<file path="src/rtl/keccak_feeder_pkg.sv">
// Shared types and constants for the keccak message feeder.
// Included by the feeder top and its word emitter.
package keccak_feeder_pkg;

    localparam int WORD_BITS   = 32;
    localparam int WORD_BYTES  = 4;
    localparam int DIGEST_BITS = 512;

    typedef enum logic [2:0] {
        IDLE,
        CLR,
        VEC,
        STR,
        TAIL,
        WAIT
    } state_t;

    // A partial last word carries the tail; an exact multiple of 4 needs one extra zero-byte word.
    function automatic int bytes_to_beats(input int n);
        return n / WORD_BYTES + 1;
    endfunction

endpackage

</file>
<file path="src/rtl/keccak_word_emitter.sv">
// Output register stage for words going to the keccak core.
// A requested word is taken only while the core padder has room.
module keccak_word_emitter
    import keccak_feeder_pkg::*;
(
    input  logic                 clk,
    input  logic                 reset,
    input  logic                 req,
    input  logic [WORD_BITS-1:0] word,
    input  logic                 is_last,
    input  logic [1:0]           byte_num,
    input  logic                 ke_buffer_full,
    output logic                 accept,
    output logic [WORD_BITS-1:0] ke_in,
    output logic                 ke_in_ready,
    output logic                 ke_is_last,
    output logic [1:0]           ke_byte_num
);

    assign accept = req && !ke_buffer_full;

    // Output stage: one registered word per accepted request.
    always_ff @(posedge clk or negedge reset) begin
        if (!reset) begin
            ke_in       <= '0;
            ke_in_ready <= 1'b0;
            ke_is_last  <= 1'b0;
            ke_byte_num <= 2'd0;
        end else begin
            ke_in_ready <= accept;
            if (accept) begin
                ke_in       <= word;
                ke_is_last  <= is_last;
                ke_byte_num <= byte_num;
            end
        end
    end

endmodule

</file>
<file path="src/rtl/keccak_msg_feeder.sv">
// Front-end for the keccak sponge core: hashes a wide vector or a byte-length word stream,
// clears the core before each message and holds the captured digest.
module keccak_msg_feeder
    import keccak_feeder_pkg::*;
#(
    parameter int VEC_BITS = 704
)
(
    input  logic                   clk,
    input  logic                   reset,
    input  logic                   start_vec,
    input  logic [VEC_BITS-1:0]    data_vec,
    input  logic                   start_str,
    input  logic [WORD_BITS-1:0]   s_data,
    input  logic                   s_valid,
    input  logic                   s_last,
    input  logic [2:0]             s_bytes,
    output logic                   s_ready,
    output logic                   ke_clr,
    output logic [WORD_BITS-1:0]   ke_in,
    output logic                   ke_in_ready,
    output logic                   ke_is_last,
    output logic [1:0]             ke_byte_num,
    input  logic                   ke_buffer_full,
    input  logic [DIGEST_BITS-1:0] ke_out,
    input  logic                   ke_out_ready,
    output logic                   busy,
    output logic [DIGEST_BITS-1:0] digest,
    output logic                   digest_valid,
    output logic                   start_ignored
);

    localparam int VEC_BYTES = VEC_BITS / 8;
    localparam int CNT_W     = $clog2(VEC_BYTES + 1);
    // Short vectors still need a full word to slice from.
    localparam int SH_W      = (VEC_BITS < WORD_BITS) ? WORD_BITS : VEC_BITS;

    state_t               state, state_nx;
    logic                 use_vec;
    logic [SH_W-1:0]      shreg;
    logic [CNT_W-1:0]     rem;
    logic [31:0]          rem_w;
    logic [2:0]           s_nb;
    logic                 req, is_last, accept;
    logic [WORD_BITS-1:0] word;
    logic [1:0]           byte_num;

    assign rem_w   = 32'(rem);
    assign s_nb    = (s_bytes > 3'd4) ? 3'd4 : s_bytes;
    assign s_ready = (state == STR) && !ke_buffer_full;
    assign busy    = (state != IDLE);

    always_comb begin
        state_nx = state;
        req      = 1'b0;
        word     = '0;
        is_last  = 1'b0;
        byte_num = 2'd0;
        unique case (state)
            IDLE: if (start_vec || start_str) state_nx = CLR;
            CLR:  state_nx = use_vec ? VEC : STR;
            VEC: begin
                req  = 1'b1;
                word = shreg[WORD_BITS-1:0];
                if (rem_w == 32'd4) begin
                    if (accept) state_nx = TAIL;
                end else if (rem_w < 32'd4) begin
                    is_last  = 1'b1;
                    byte_num = rem_w[1:0];
                    if (accept) state_nx = WAIT;
                end
            end
            STR: begin
                req  = s_valid;
                word = s_data;
                if (s_last) begin
                    if (s_nb == 3'd4) begin
                        if (accept) state_nx = TAIL;
                    end else begin
                        // Zero valid bytes is the empty terminator word.
                        is_last  = 1'b1;
                        byte_num = s_nb[1:0];
                        if (s_nb == 3'd0) word = '0;
                        if (accept) state_nx = WAIT;
                    end
                end
            end
            TAIL: begin
                req     = 1'b1;
                is_last = 1'b1;
                if (accept) state_nx = WAIT;
            end
            WAIT: if (ke_out_ready) state_nx = IDLE;
            default: state_nx = IDLE;
        endcase
    end

    always_ff @(posedge clk or negedge reset) begin
        if (!reset) begin
            state         <= IDLE;
            use_vec       <= 1'b0;
            shreg         <= '0;
            rem           <= '0;
            ke_clr        <= 1'b0;
            start_ignored <= 1'b0;
            digest        <= '0;
            digest_valid  <= 1'b0;
        end else begin
            state         <= state_nx;
            ke_clr        <= (state_nx == CLR);
            start_ignored <= (state == IDLE) ? (start_vec && start_str) : (start_vec || start_str);
            if (state == IDLE && (start_vec || start_str)) begin
                use_vec      <= start_vec;
                digest_valid <= 1'b0;
            end
            if (state == IDLE && start_vec) begin
                shreg <= SH_W'(data_vec);
                rem   <= CNT_W'(VEC_BYTES);
            end else if (state == VEC && accept) begin
                shreg <= shreg >> WORD_BITS;
                if (rem_w > 32'd4) rem <= CNT_W'(rem_w - 32'd4);
            end
            if (state == WAIT && ke_out_ready) begin
                digest       <= ke_out;
                digest_valid <= 1'b1;
            end
        end
    end

    keccak_word_emitter u_emit (
        .clk            (clk),
        .reset          (reset),
        .req            (req),
        .word           (word),
        .is_last        (is_last),
        .byte_num       (byte_num),
        .ke_buffer_full (ke_buffer_full),
        .accept         (accept),
        .ke_in          (ke_in),
        .ke_in_ready    (ke_in_ready),
        .ke_is_last     (ke_is_last),
        .ke_byte_num    (ke_byte_num)
    );

endmodule

</file>
<file path="config.mk">
export PLATFORM = sky130hd
export DESIGN_NAME = keccak_msg_feeder
export DESIGN_NICKNAME = d
export VERILOG_FILES = /design/src/rtl/keccak_feeder_pkg.sv /design/src/rtl/keccak_word_emitter.sv /design/src/rtl/keccak_msg_feeder.sv
export SDC_FILE = /design/constraint.sdc
export NUM_CORES = 2
export LEC_CHECK = 0
export BUFFER_PORTS_ARGS = -buffer_cell sky130_fd_sc_hd__buf_2
export CAP_MARGIN = 20
export CORE_AREA = 2 2 709 711
export CTS_CLUSTER_SIZE = 8
export DETAILED_ROUTE_END_ITERATION = 12
export DIE_AREA = 0 0 711 713
export HOLD_SLACK_MARGIN = 0.06
export PLACE_DENSITY = 0.33
export SYNTH_ARGS = -nofsm -noshare
export SYNTH_HDL_FRONTEND = slang
export SYNTH_SLANG_ARGS = --single-unit
</file>
<file path="constraint.sdc">
create_clock -name clk -period 2.1 [get_ports clk]
set_input_delay 0.21 -clock clk [delete_from_list [all_inputs] [get_ports clk]]
set_output_delay 0.21 -clock clk [all_outputs]
set_load 0.02 [all_outputs]
</file>
==> impl_metrics.csv <==
group,metric,value,unit
sta,rsz0062_at_grt,"yes",
sta,whs,0.150,ns
yosys,ys_warn_count,0,
global_route,grt_use_total,15.5,%
global_route,grt_pass1_vias,56994,
worst_setup_path,crit_chain,"nor3_4 -> buf_6 -> clkinvlp_4 -> buf_6",
final_layout,seqCellArea,31600,um^2
cts,cts_tree,"built",
pwr,power_density,1300,nW/um^2
floorplan,die_h,713,um
yosys,synth_seq_area_share,59.9,%
sta,setup_viol,542,
sta,setup_slack,-0.125,ns
final_layout,nNetsFinal,10155,
place,port_buffers,1811,
yosys,yosysMostFrequentCell,"nand2_1",
yosys,syn_inst,5077,
floorplan,die_w,711,um
pwr,leakage,47.2,nW
pwr,pwr-share-seq,34.8,%
outcome,status,"finished, violations left",
worst_setup_path,crit_buf_inv,3,
worst_setup_path,crit_family,"buffers and inverters",
drt,vias,55292,
final_layout,multi_input_comb_area,19600,um^2
final_layout,nFillCells,55750,
pwr,intPower,76.0,mW
yosys,synth_top_cell_area_share,59.9,%
yosys,synth-edff-count,0,
yosys,synth_top_area_cell,"dfrtp_1",
cts,worst_skew_pair.late_latency,0.89,ns
yosys,async_reset_ff_share,100,%
yosys,syn_nets,6338,
cts,cts_root_buf,"clkbuf_16",
sta,finalCriticalPeriod,2.22,ns
floorplan,io-pin-count,1812,
sta,maxSlewViolCount,0,
sta,skew,0.0437,ns
cts,cts_made_buffers,193,
yosys,synth.avg_cell_area,10.4,um^2
sta,finalCritPeriodShare,106,%
final_layout,syn_to_final_growth,88.5,%
floorplan,initial_core_util,10.6,%
cts,clk_path_buf_depth,4,
global_route,antenna_found_initial,342,
cts,clock_sinks,1264,
yosys,synthTopCellsByArea,"dfrtp_1 (60%), mux2_2 (11%), nand2_1 (10%)",
outcome,violations,"negative setup slack",
yosys,syn_area,52800,um^2
worst_setup_path,cp_common_cell,"buf_6",
sta,worstMarginPinSlew,0.862,ns
place,routabilityCongestion,0.935,
drt,postRouteWirelength,420,mm
worst_setup_path,cp.required,1.89,ns
final_layout,drive_above_1_share,36.0,%
pwr,power_switching,53.5,mW
global_route,grt_start_max_net_pins,73,
drt,routedWlPerCell,26.6,um
sta,slew_headroom,42.5,%
drt,initialDrtViolationCount,3530,
floorplan,core,500000,um^2
cts,clk_pin_slew,0.06,ns
pwr,ir_drop,0.671,mV
worst_setup_path,crit_slowest_cell,"dfrtp_2",
drt,final_antenna_net_count,0,
place,dp_hpwl,331,mm
worst_setup_path,critical_path_arrival,2.01,ns
floorplan,dieArea,507000,um^2
drt,viasPerCell,3.51,
drt,drt_pass1_iterations,5,
worst_hold_path,hp-class,"input port to register",
worst_setup_path,crit_path_end_kind,"primary output",
pwr,switching_share,41.3,%
pwr,pwr-share-clk,23.7,%
global_route,grt_pass1_wl,533,mm
sta,fmaxAchievable,0.449,GHz
worst_setup_path,crit_fanout,3,
job,maxCapViolCount,0,
yosys,synth.distinct_cells,45,
pwr,power.share.combinational,41.5,%
yosys,yosys_register_bits,1264,
yosys,synth_top_flop_cell,"dfrtp_1",
sta,hold_viol_final,0,
yosys,synthTopCellsByCount,"nand2_1 (1417), dfrtp_1 (1264), nor2_1 (681)",
worst_setup_path,start_kind,"register",
global_route,overflow,0,
cts,h-tree-depth,4,
worst_setup_path,path_class,"register to primary output",
floorplan,rows,260,
drt,drcViolationCount,0,
worst_setup_path,max_stage_delay,0.44,ns
sta,setup_tns,-17.26,ns
==> metal layers <==
metal / track usage, % / routed length, um
met5: 0 / 1110
met1: 19.9 / 182000
met2: 24.5 / 189000
met4: 4.13 / 11500
met3: 5.54 / 35800
==> cells by family (layout without fill, tap and decap cells) <==
family                   after synthesis  after routing  share of synthesized area [%]
XOR/XNOR                               2              2                         0.0332
AO/OA/AOI/OAI                        723            723                           8.83
AND/OR/NAND/NOR                     2184           2184                           16.0
flip-flops                          1264           1264                           59.9
adder cells (fa/ha/maj)                3              3                         0.0664
multiplexers                         514            514                           11.0
other                                  0            107                              0
buffers and inverters                387           4275                           4.16
==> power groups by stage <==
stage | clock network (mW) | logic, mW | registers (mW)
final | 30.7 | 53.7 | 45.1
after detailed placement | 0 | 45.9 | 45.4
after global placement | 0 | 45.9 | 45.7
after floorplan | 0 | 19.4 | 46.5
after CTS | 32.0 | 51.3 | 45.3
after global routing | 32.8 | 57.9 | 46.6
==> worst register-to-register path, stage by stage, from the launching register on <==
cell	delay, ns
dfrtp_2	0.44
buf_4	0.15
buf_4	0.13
nor4b_4	0.26
buf_6	0.17
buf_12	0.16
buf_6	0.12
buf_12	0.16
buf_12	0.19
nand2_1	0.13
a31oi_1	0.20
==> state kept, by name (all words and copies together), names as in the netlist <==
name                flops
u_emit.ke_is_last       1
digest_valid            1
u_emit.ke_in_ready      1
start_ignored           1
rem                     5
shreg                 704
u_emit.ke_in           32
use_vec                 1
ke_clr                  1
u_emit.ke_byte_num      2
state                   3
digest                512
==> layout by cell type, fill, tap and decap left out, types with 3 or more instances in the layout <==
cell / netlist / layout
dfrtp_1: 1264 / 1261
o21ai_0: 7 / 6
clkinv_8: 0 / 4
buf_16: 0 / 47
a31oi_4: 0 / 10
mux2_4: 0 / 41
clkinv_2: 0 / 7
a31oi_2: 0 / 10
a221o_1: 30 / 30
mux2_2: 513 / 472
clkinv_16: 0 / 3
and2_1: 33 / 15
dlygate4sd3_1: 0 / 1646
buf_2: 104 / 1808
clkbuf_16: 0 / 269
clkbuf_1: 195 / 36
buf_12: 0 / 129
buf_4: 2 / 221
nand2_2: 0 / 59
and2_4: 0 / 18
inv_1: 5 / 4
nand3_1: 33 / 33
bufinv_16: 0 / 4
nand2_1: 1417 / 1343
a31oi_1: 674 / 654
buf_8: 3 / 40
nand2_4: 0 / 15
dfrtp_2: 0 / 3
clkbuf_8: 0 / 11
diode_2: 0 / 107
buf_6: 76 / 38
nor2_1: 681 / 680
==> worst paths after layout <==
path	from	to	slack, ns	cells after the start
worst max-delay path	state[2]$_DFF_PN0_	busy	-0.12	4
worst min-delay path	ke_out[144]	digest[144]$_DFFE_PN0P_	0.15	3
worst max register to register	state[0]$_DFF_PN0_	shreg[11]$_DFFE_PN0P_	-0.12	10
worst min register to register	digest_valid$_DFFE_PN0P_	digest_valid$_DFFE_PN0P_	0.48	2
max in group asynchronous	reset	shreg[408]$_DFFE_PN0P_	0.85	3
min in group asynchronous	reset	shreg[600]$_DFFE_PN0P_	0.19	3
==> what timing repair did <==
action	CTS	global route
endpoints found under the hold margin	2489	0
buffers inserted	19	45
cloned	21	91
setup endpoints to repair	285	865
hold buffers	1646	0
resized for setup	107	294
pin swaps	19	182
==> area by class of cell <==
class	instances	area share, %
repair buffers	4004	34.2
flip-flops and latches	1264	31.8
multi-input cells	3426	19.8
well taps	6681	8.41
clock buffers	242	5.20
clock inverters	24	0.375
diodes	107	0.269
inverters	5	0.0226
==> stage by stage <==
stage | total power, mW | setup WS, ns | cell area, um^2 | cells | utilization (%)
after floorplan | 66.0 | 0.221 | 52800 | 5077 | -
after global placement | 91.6 | -0.116 | 72300 | 13562 | 14.5
after detailed placement | 91.3 | -0.177 | 72300 | 13562 | 14.5
after CTS | 129 | -0.287 | 95500 | 15514 | 19.1
after global routing | 137 | -0.261 | 99300 | 15697 | 19.9
final | 130 | -0.125 | 99400 | 15753 | 19.9
Note: power is estimated with default switching activity, not from simulation.
